[src/rtl/usb_style_rx_destuffer_pkg.sv]
// Shared constants and types for the receive-side bit destuffer.
package usb_style_rx_destuffer_pkg;

  localparam int unsigned DATA_W      = 16;
  localparam int unsigned BIT_CNT_W   = 4;
  localparam int unsigned SYNC_W      = 8;
  localparam int unsigned STUFF_RUN   = 6;
  localparam int unsigned ONES_W      = 3;
  localparam int unsigned FRAME_WORDS = 4;
  localparam int unsigned WIF_W       = 3;
  localparam int unsigned WC_W        = 4;

  localparam logic [SYNC_W-1:0] SYNC_PAT = 8'b0111_1110;

  typedef enum logic {
    HUNT    = 1'b0,
    RECEIVE = 1'b1
  } rx_state_e;

endpackage : usb_style_rx_destuffer_pkg

[src/rtl/usb_style_rx_destuffer_rx_bit_destuff.sv]
// Tracks runs of consecutive 1s and classifies each received bit as data,
// a stuffed 0 to be dropped, or a stuffing violation.
module rx_bit_destuff
  import usb_style_rx_destuffer_pkg::*;
(
  input  logic clk,
  input  logic rst,
  input  logic i_bit_en,
  input  logic i_bit,
  input  logic i_stuff_en,
  input  logic i_clear,
  output logic o_data_bit_c,
  output logic o_stuff_err_c
);

  logic [ONES_W-1:0] r_ones_cnt;
  logic [ONES_W-1:0] w_ones_nxt;
  logic              w_stuff_slot;

  // Classify the current bit and compute the next run length.
  always_comb begin
    w_stuff_slot  = i_stuff_en && (r_ones_cnt == ONES_W'(STUFF_RUN));
    o_data_bit_c  = i_bit_en && !w_stuff_slot;
    o_stuff_err_c = i_bit_en && w_stuff_slot && i_bit;
    w_ones_nxt    = r_ones_cnt;
    if (i_clear) begin
      w_ones_nxt = '0;
    end else if (i_bit_en) begin
      if (!i_stuff_en || w_stuff_slot || !i_bit) begin
        w_ones_nxt = '0;
      end else begin
        w_ones_nxt = r_ones_cnt + ONES_W'(1);
      end
    end
  end

  // Run-length register; persists across word boundaries within a frame.
  always_ff @(posedge clk) begin
    if (rst) begin
      r_ones_cnt <= '0;
    end else begin
      r_ones_cnt <= w_ones_nxt;
    end
  end

endmodule : rx_bit_destuff

[src/rtl/usb_style_rx_destuffer.sv]
// Receive path: hunts for SYNC, destuffs the bit stream and deserialises
// LSB-first words, FRAME_WORDS per frame.
module usb_style_rx_destuffer
  import usb_style_rx_destuffer_pkg::*;
(
  input  logic              clk,
  input  logic              rst,
  input  logic              SIE,
  input  logic              STUFF_OPER_rx,
  input  logic              bit_valid,
  input  logic              serial_in,
  output logic [DATA_W-1:0] data_out,
  output logic              data_valid,
  output logic              sync_detect,
  output logic              stuff_err,
  output logic [WC_W-1:0]   word_count,
  output logic              busy
);

  rx_state_e            r_state;
  rx_state_e            w_state_nxt;
  logic [SYNC_W-1:0]    r_shift;
  logic [SYNC_W-1:0]    w_shift_in;
  logic [BIT_CNT_W-1:0] r_bit_cnt;
  logic [WIF_W-1:0]     r_word_in_frame;
  logic [DATA_W-1:0]    r_assembly;
  logic [DATA_W-1:0]    w_assembly_nxt;
  logic                 r_word_done;
  logic                 w_consume;
  logic                 w_rx_bit_en;
  logic                 w_data_bit;
  logic                 w_stuff_err;
  logic                 w_sync_hit;
  logic                 w_word_done;
  logic                 w_frame_done;

  assign w_consume   = SIE & bit_valid;
  assign w_shift_in  = {r_shift[SYNC_W-2:0], serial_in};
  assign w_rx_bit_en = w_consume && (r_state == RECEIVE);
  assign busy        = (r_state == RECEIVE);

  rx_bit_destuff u_destuff (
    .clk           (clk),
    .rst           (rst),
    .i_bit_en      (w_rx_bit_en),
    .i_bit         (serial_in),
    .i_stuff_en    (STUFF_OPER_rx),
    .i_clear       (w_sync_hit),
    .o_data_bit_c  (w_data_bit),
    .o_stuff_err_c (w_stuff_err)
  );

  // Next-state and framing decisions.
  always_comb begin
    w_state_nxt    = r_state;
    w_sync_hit     = 1'b0;
    w_word_done    = 1'b0;
    w_frame_done   = 1'b0;
    w_assembly_nxt = r_assembly;
    w_assembly_nxt[r_bit_cnt] = serial_in;
    case (r_state)
      HUNT: begin
        if (w_consume && (w_shift_in == SYNC_PAT)) begin
          w_sync_hit  = 1'b1;
          w_state_nxt = RECEIVE;
        end
      end
      RECEIVE: begin
        if (w_stuff_err) begin
          w_state_nxt = HUNT;
        end else if (w_data_bit && (r_bit_cnt == BIT_CNT_W'(DATA_W - 1))) begin
          w_word_done = 1'b1;
          if (r_word_in_frame == WIF_W'(FRAME_WORDS - 1)) begin
            w_frame_done = 1'b1;
            w_state_nxt  = HUNT;
          end
        end
      end
      default: w_state_nxt = HUNT;
    endcase
  end

  // State register.
  always_ff @(posedge clk) begin
    if (rst) begin
      r_state <= HUNT;
    end else begin
      r_state <= w_state_nxt;
    end
  end

  // Datapath: sync shifter, word assembly, counters and output strobes.
  always_ff @(posedge clk) begin
    if (rst) begin
      r_shift         <= '0;
      r_bit_cnt       <= '0;
      r_word_in_frame <= '0;
      r_assembly      <= '0;
      r_word_done     <= 1'b0;
      data_out        <= '0;
      data_valid      <= 1'b0;
      sync_detect     <= 1'b0;
      stuff_err       <= 1'b0;
      word_count      <= '0;
    end else begin
      sync_detect <= w_sync_hit;
      stuff_err   <= w_stuff_err;
      r_word_done <= w_word_done;
      data_valid  <= r_word_done;

      if ((r_state == HUNT) && w_consume) begin
        r_shift <= w_shift_in;
      end
      if (w_stuff_err || w_frame_done) begin
        r_shift <= '0;
      end

      if (w_sync_hit || w_stuff_err) begin
        r_bit_cnt       <= '0;
        r_word_in_frame <= '0;
      end else if (w_data_bit) begin
        r_assembly <= w_assembly_nxt;
        if (w_word_done) begin
          data_out        <= w_assembly_nxt;
          word_count      <= word_count + WC_W'(1);
          r_bit_cnt       <= '0;
          r_word_in_frame <= w_frame_done ? '0 : r_word_in_frame + WIF_W'(1);
        end else begin
          r_bit_cnt <= r_bit_cnt + BIT_CNT_W'(1);
        end
      end
    end
  end

endmodule : usb_style_rx_destuffer

[config.mk]
export PLATFORM = sky130hd
export DESIGN_NAME = usb_style_rx_destuffer
export DESIGN_NICKNAME = d
export VERILOG_FILES = /design/src/rtl/usb_style_rx_destuffer_pkg.sv /design/src/rtl/usb_style_rx_destuffer_rx_bit_destuff.sv /design/src/rtl/usb_style_rx_destuffer.sv
export SDC_FILE = /design/constraint.sdc
export NUM_CORES = 1
export LEC_CHECK = 0
export ABC_AREA = 1
export CAP_MARGIN = 25
export CORE_UTILIZATION = 60
export DETAILED_ROUTE_END_ITERATION = 12
export DONT_BUFFER_PORTS = 1
export HOLD_SLACK_MARGIN = 0.12
export PLACE_DENSITY = 0.76
export RECOVER_POWER = 25
export SYNTH_ARGS = -nofsm -noshare
export SYNTH_HDL_FRONTEND = slang
export SYNTH_SLANG_ARGS = --single-unit
[constraint.sdc]
create_clock -name clk -period 4.4 [get_ports clk]
set_input_delay 0.22 -clock clk [delete_from_list [all_inputs] [get_ports clk]]
set_output_delay 0.22 -clock clk [all_outputs]
set_load 0.02 [all_outputs]
==> results.json <==
{
  "clock.fmax_ghz": 0.5328,
  "yosys.area_share.simple_pct": 29.88,
  "vias_per_cell": 5.316,
  "ys_seq_area_share_pct": 44.16,
  "rsz0062_at_grt": "false",
  "worst_pin_slew_ns": 0.8235,
  "synth_edf_count": 0,
  "avgRoutedWirePerCell_um": 12.78,
  "fillerInstances": 328,
  "cts_root_buf": "clkbuf_8",
  "clk_latency_ns": 0.34,
  "setup_viol_count_final": 0,
  "synth_top_family_by_area": "simple AND/OR/NAND/NOR gates",
  "cp-end-kind": "flop",
  "p_leak_nw": 1.079,
  "syn_avg_cell_area_um2": 7.157,
  "slew_headroom_pct": 45.04,
  "fp.dieW_um": 67.62,
  "cts_buffer_depth": 2,
  "r2r-end": "r_shift[3]$_SDFFE_PP0P_",
  "num_vias": 2206,
  "ff2ff_path_depth": 7,
  "ys_types": 26,
  "numCtsBuffers": 9,
  "p_clk_share_pct": 45.0,
  "tritoncts": "yes",
  "cts_sinks": 57,
  "hold_class": "in2reg",
  "synth-compound-area-share_pct": 12.49,
  "fin_crit_ns": 1.877,
  "vdd_ir_drop_max_uv": 261.7,
  "final.setup.tns_ns": 0,
  "fp-row-count": 23,
  "yosysWarnings": 0,
  "synth_mux_area_share_pct": 0,
  "hpwlAfterDp_mm": 3.465,
  "crit_start": "busy$_SDFF_PP0_",
  "postCtsSetupRepairBufs": 0,
  "cap_violations": 0,
  "h-tree-depth": 3,
  "grt_pass1_wl_mm": 8.783,
  "ff2ff_setup_slack_ns": 2.52,
  "die_y_um": 67.62,
  "hold_viol": 0,
  "place_congestion": 0.9107,
  "synth_top_area_cell": "dfxtp_1",
  "power.internal_mw": 0.7523,
  "period_share_pct": 42.66,
  "arrival_ns": 2.11,
  "core_area_um2": 4058,
  "port_buffers": 0,
  "crit_type": "reg2reg",
  "initial_utilization_pct": 63.68,
  "synthTopCellsByArea": "dfxtp_1, nand2_1, nor2_1, o21ai_0, a21oi_1",
  "grt_pass1_vias": 1972,
  "synth.top_cell.area_share_pct": 44.16,
  "synth_xor_area_share_pct": 1.017,
  "finalNetCount": 375,
  "post-route-drc-count": 0,
  "grt_usage_pct": 26.19,
  "io_pins": 30,
  "syn_to_final_growth_pct": 6.973,
  "async_flop_share_pct": 0,
  "n_antenna_cell": 0,
  "synth_fa_ha_area_share_pct": 4.358,
  "grt_overflow": 0,
  "combinationalPowerShare_pct": 2.0,
  "crit_path_start_kind": "flop",
  "worstPathMaxFanout": 20,
  "drive_above_1_share_pct": 7.945,
  "maxSlewViolCount": 0,
  "wl_mm": 5.303,
  "whs_ns": 0.1335,
  "crit_end": "r_shift[3]$_SDFFE_PP0P_",
  "r2r_start": "busy$_SDFF_PP0_",
  "status": "finished clean",
  "synthesis.nets": 376,
  "ys.flop_type": "dfxtp_1",
  "switching_power_mw": 0.2238,
  "antenna_found_initial": 0,
  "clk_pin_slew_ns": 0.06,
  "drtAntennaViolNets": 0,
  "synth_seq_cells": 57,
  "grt_max_degree": 27,
  "p_seq_share_pct": 53.0,
  "finClkSkew_ns": 0.004033,
  "swShare_pct": 22.93,
  "design.die.area_um2": 4572,
  "syn_inst": 361,
  "cp_data_required_time_ns": 4.63,
  "cellPowerDensity_nw_per_um2": 353.2,
  "dr.pass1.iters": 4,
  "syn_area_um2": 2584,
  "drt-initial-drc-count": 179
}
==> per-stage QoR <==
step | worst slack [ns] | total power [mW] | utilization, % | cell area (µm²) | instances
after floorplan | 2.999 | 0.5423 | - | 2584 | 361
after global placement | 2.555 | 0.5434 | 63.15 | 2562 | 397
after detailed placement | 2.524 | 0.5439 | 63.15 | 2562 | 397
after CTS | 2.520 | 0.9797 | 68.12 | 2764 | 415
after global routing | 2.298 | 1.002 | 68.12 | 2764 | 415
final | 2.523 | 0.9761 | 68.12 | 2764 | 415
==> registers in the layout, indices dropped and copies added, names as in the netlist <==
name	count
busy	1
data_out	16
data_valid	1
r_assembly	15
r_bit_cnt	4
r_shift	7
r_word_done	1
r_word_in_frame	3
stuff_err	1
sync_detect	1
u_destuff.r_ones_cnt	3
word_count	4
==> critical path, cell delays in order, from the launching register on <==
cell and delay (ns):
dfxtp_1 0.51, nand3_2 0.20, clkinv_2 0.14, nand2_4 0.16
nor2_4 0.44, nand2_2 0.14, nand2_4 0.13, nor2_1 0.05
==> cell type report <==
class                      instances  area [µm²]  area share, %
clock inverter                     5       30.03          1.086
timing repair buffer               2       20.02         0.7243
inverter                          33       125.1          4.527
clock buffer                      11       151.4          5.478
sequential                        57        1141          41.29
multi-input combinational        257        1234          44.64
tap                               50       62.56          2.263
==> cells in the final DEF (no fill, tap or decap) <==
| master | synthesis | final |
|---|---|---|
| nand2_4 | 3 | 3 |
| inv_1 | 30 | 30 |
| clkinvlp_4 | 0 | 2 |
| inv_2 | 2 | 2 |
| o21ai_1 | 7 | 7 |
| nand2_1 | 91 | 91 |
| ha_1 | 9 | 9 |
| o21ai_0 | 33 | 33 |
| xnor2_1 | 1 | 1 |
| a22oi_1 | 1 | 1 |
| nor2_2 | 2 | 2 |
| xor2_1 | 2 | 2 |
| dfxtp_1 | 57 | 57 |
| a21oi_1 | 23 | 23 |
| nand3_1 | 17 | 17 |
| clkbuf_8 | 0 | 11 |
| nor3_1 | 1 | 1 |
| dlygate4sd3_1 | 0 | 2 |
| clkinv_2 | 1 | 4 |
| nor2_1 | 57 | 57 |
| nor2_4 | 2 | 2 |
| nand3_2 | 2 | 2 |
| nand4_1 | 5 | 5 |
| nand2_2 | 1 | 1 |
==> routing by layer <==
layer	part of all wire, %	up-vias	track usage [%]
met3	5.3	8	7.601
li1	-	1147	-
met4	1.2	0	10.90
met5	0	-	0
met1	48	1001	33.23
met2	45	50	41.09
==> worst min-delay path by stage <==
stage / startpoint / cells past startpoint / to / slack [ns]
floorplan: serial_in / 2 / data_out[15]$_SDFFE_PP0P_ / 0.38
global placement: rst / 1 / word_count[0]$_SDFFE_PP0P_ / 0.29
detailed placement: rst / 1 / word_count[0]$_SDFFE_PP0P_ / 0.29
CTS: rst / 3 / busy$_SDFF_PP0_ / 0.13
global route: rst / 3 / r_shift[2]$_SDFFE_PP0P_ / 0.15
finish: rst / 3 / busy$_SDFF_PP0_ / 0.13
==> power by group through the flow <==
stage                     registers [mW]  clock network, mW  logic (mW)
final                              0.517              0.440      0.0194
after floorplan                    0.528                  0      0.0139
after global routing               0.517              0.464      0.0216
after detailed placement           0.529                  0      0.0153
after global placement             0.529                  0      0.0149
after CTS                          0.517              0.444      0.0192
==> cell usage after synthesis (3+ instances only) <==
library cell,count
nand2_4,3
o21ai_1,7
buf_4,3
nand4_1,5
dfxtp_1,57
a21oi_1,23
o21ai_0,33
nand3_1,17
nor2_1,57
ha_1,9
inv_1,30
clkbuf_1,5
nand2_1,91
buf_2,3
==> timing repair <==
item | 4_1_cts | 5_1_grt
hold buffers | 2 | 0
gates resized for setup | 0 | 0
hold endpoints to repair | 20 | 0
endpoints found under the setup margin | 0 | 0
==> cell families after synthesis <==
family,count (synthesis)
xor+xnor,3
compound gates,64
simple gates,181
flops,57
fa+ha+maj,9
buf+inv,47
Power figures use the tool's default switching activity.
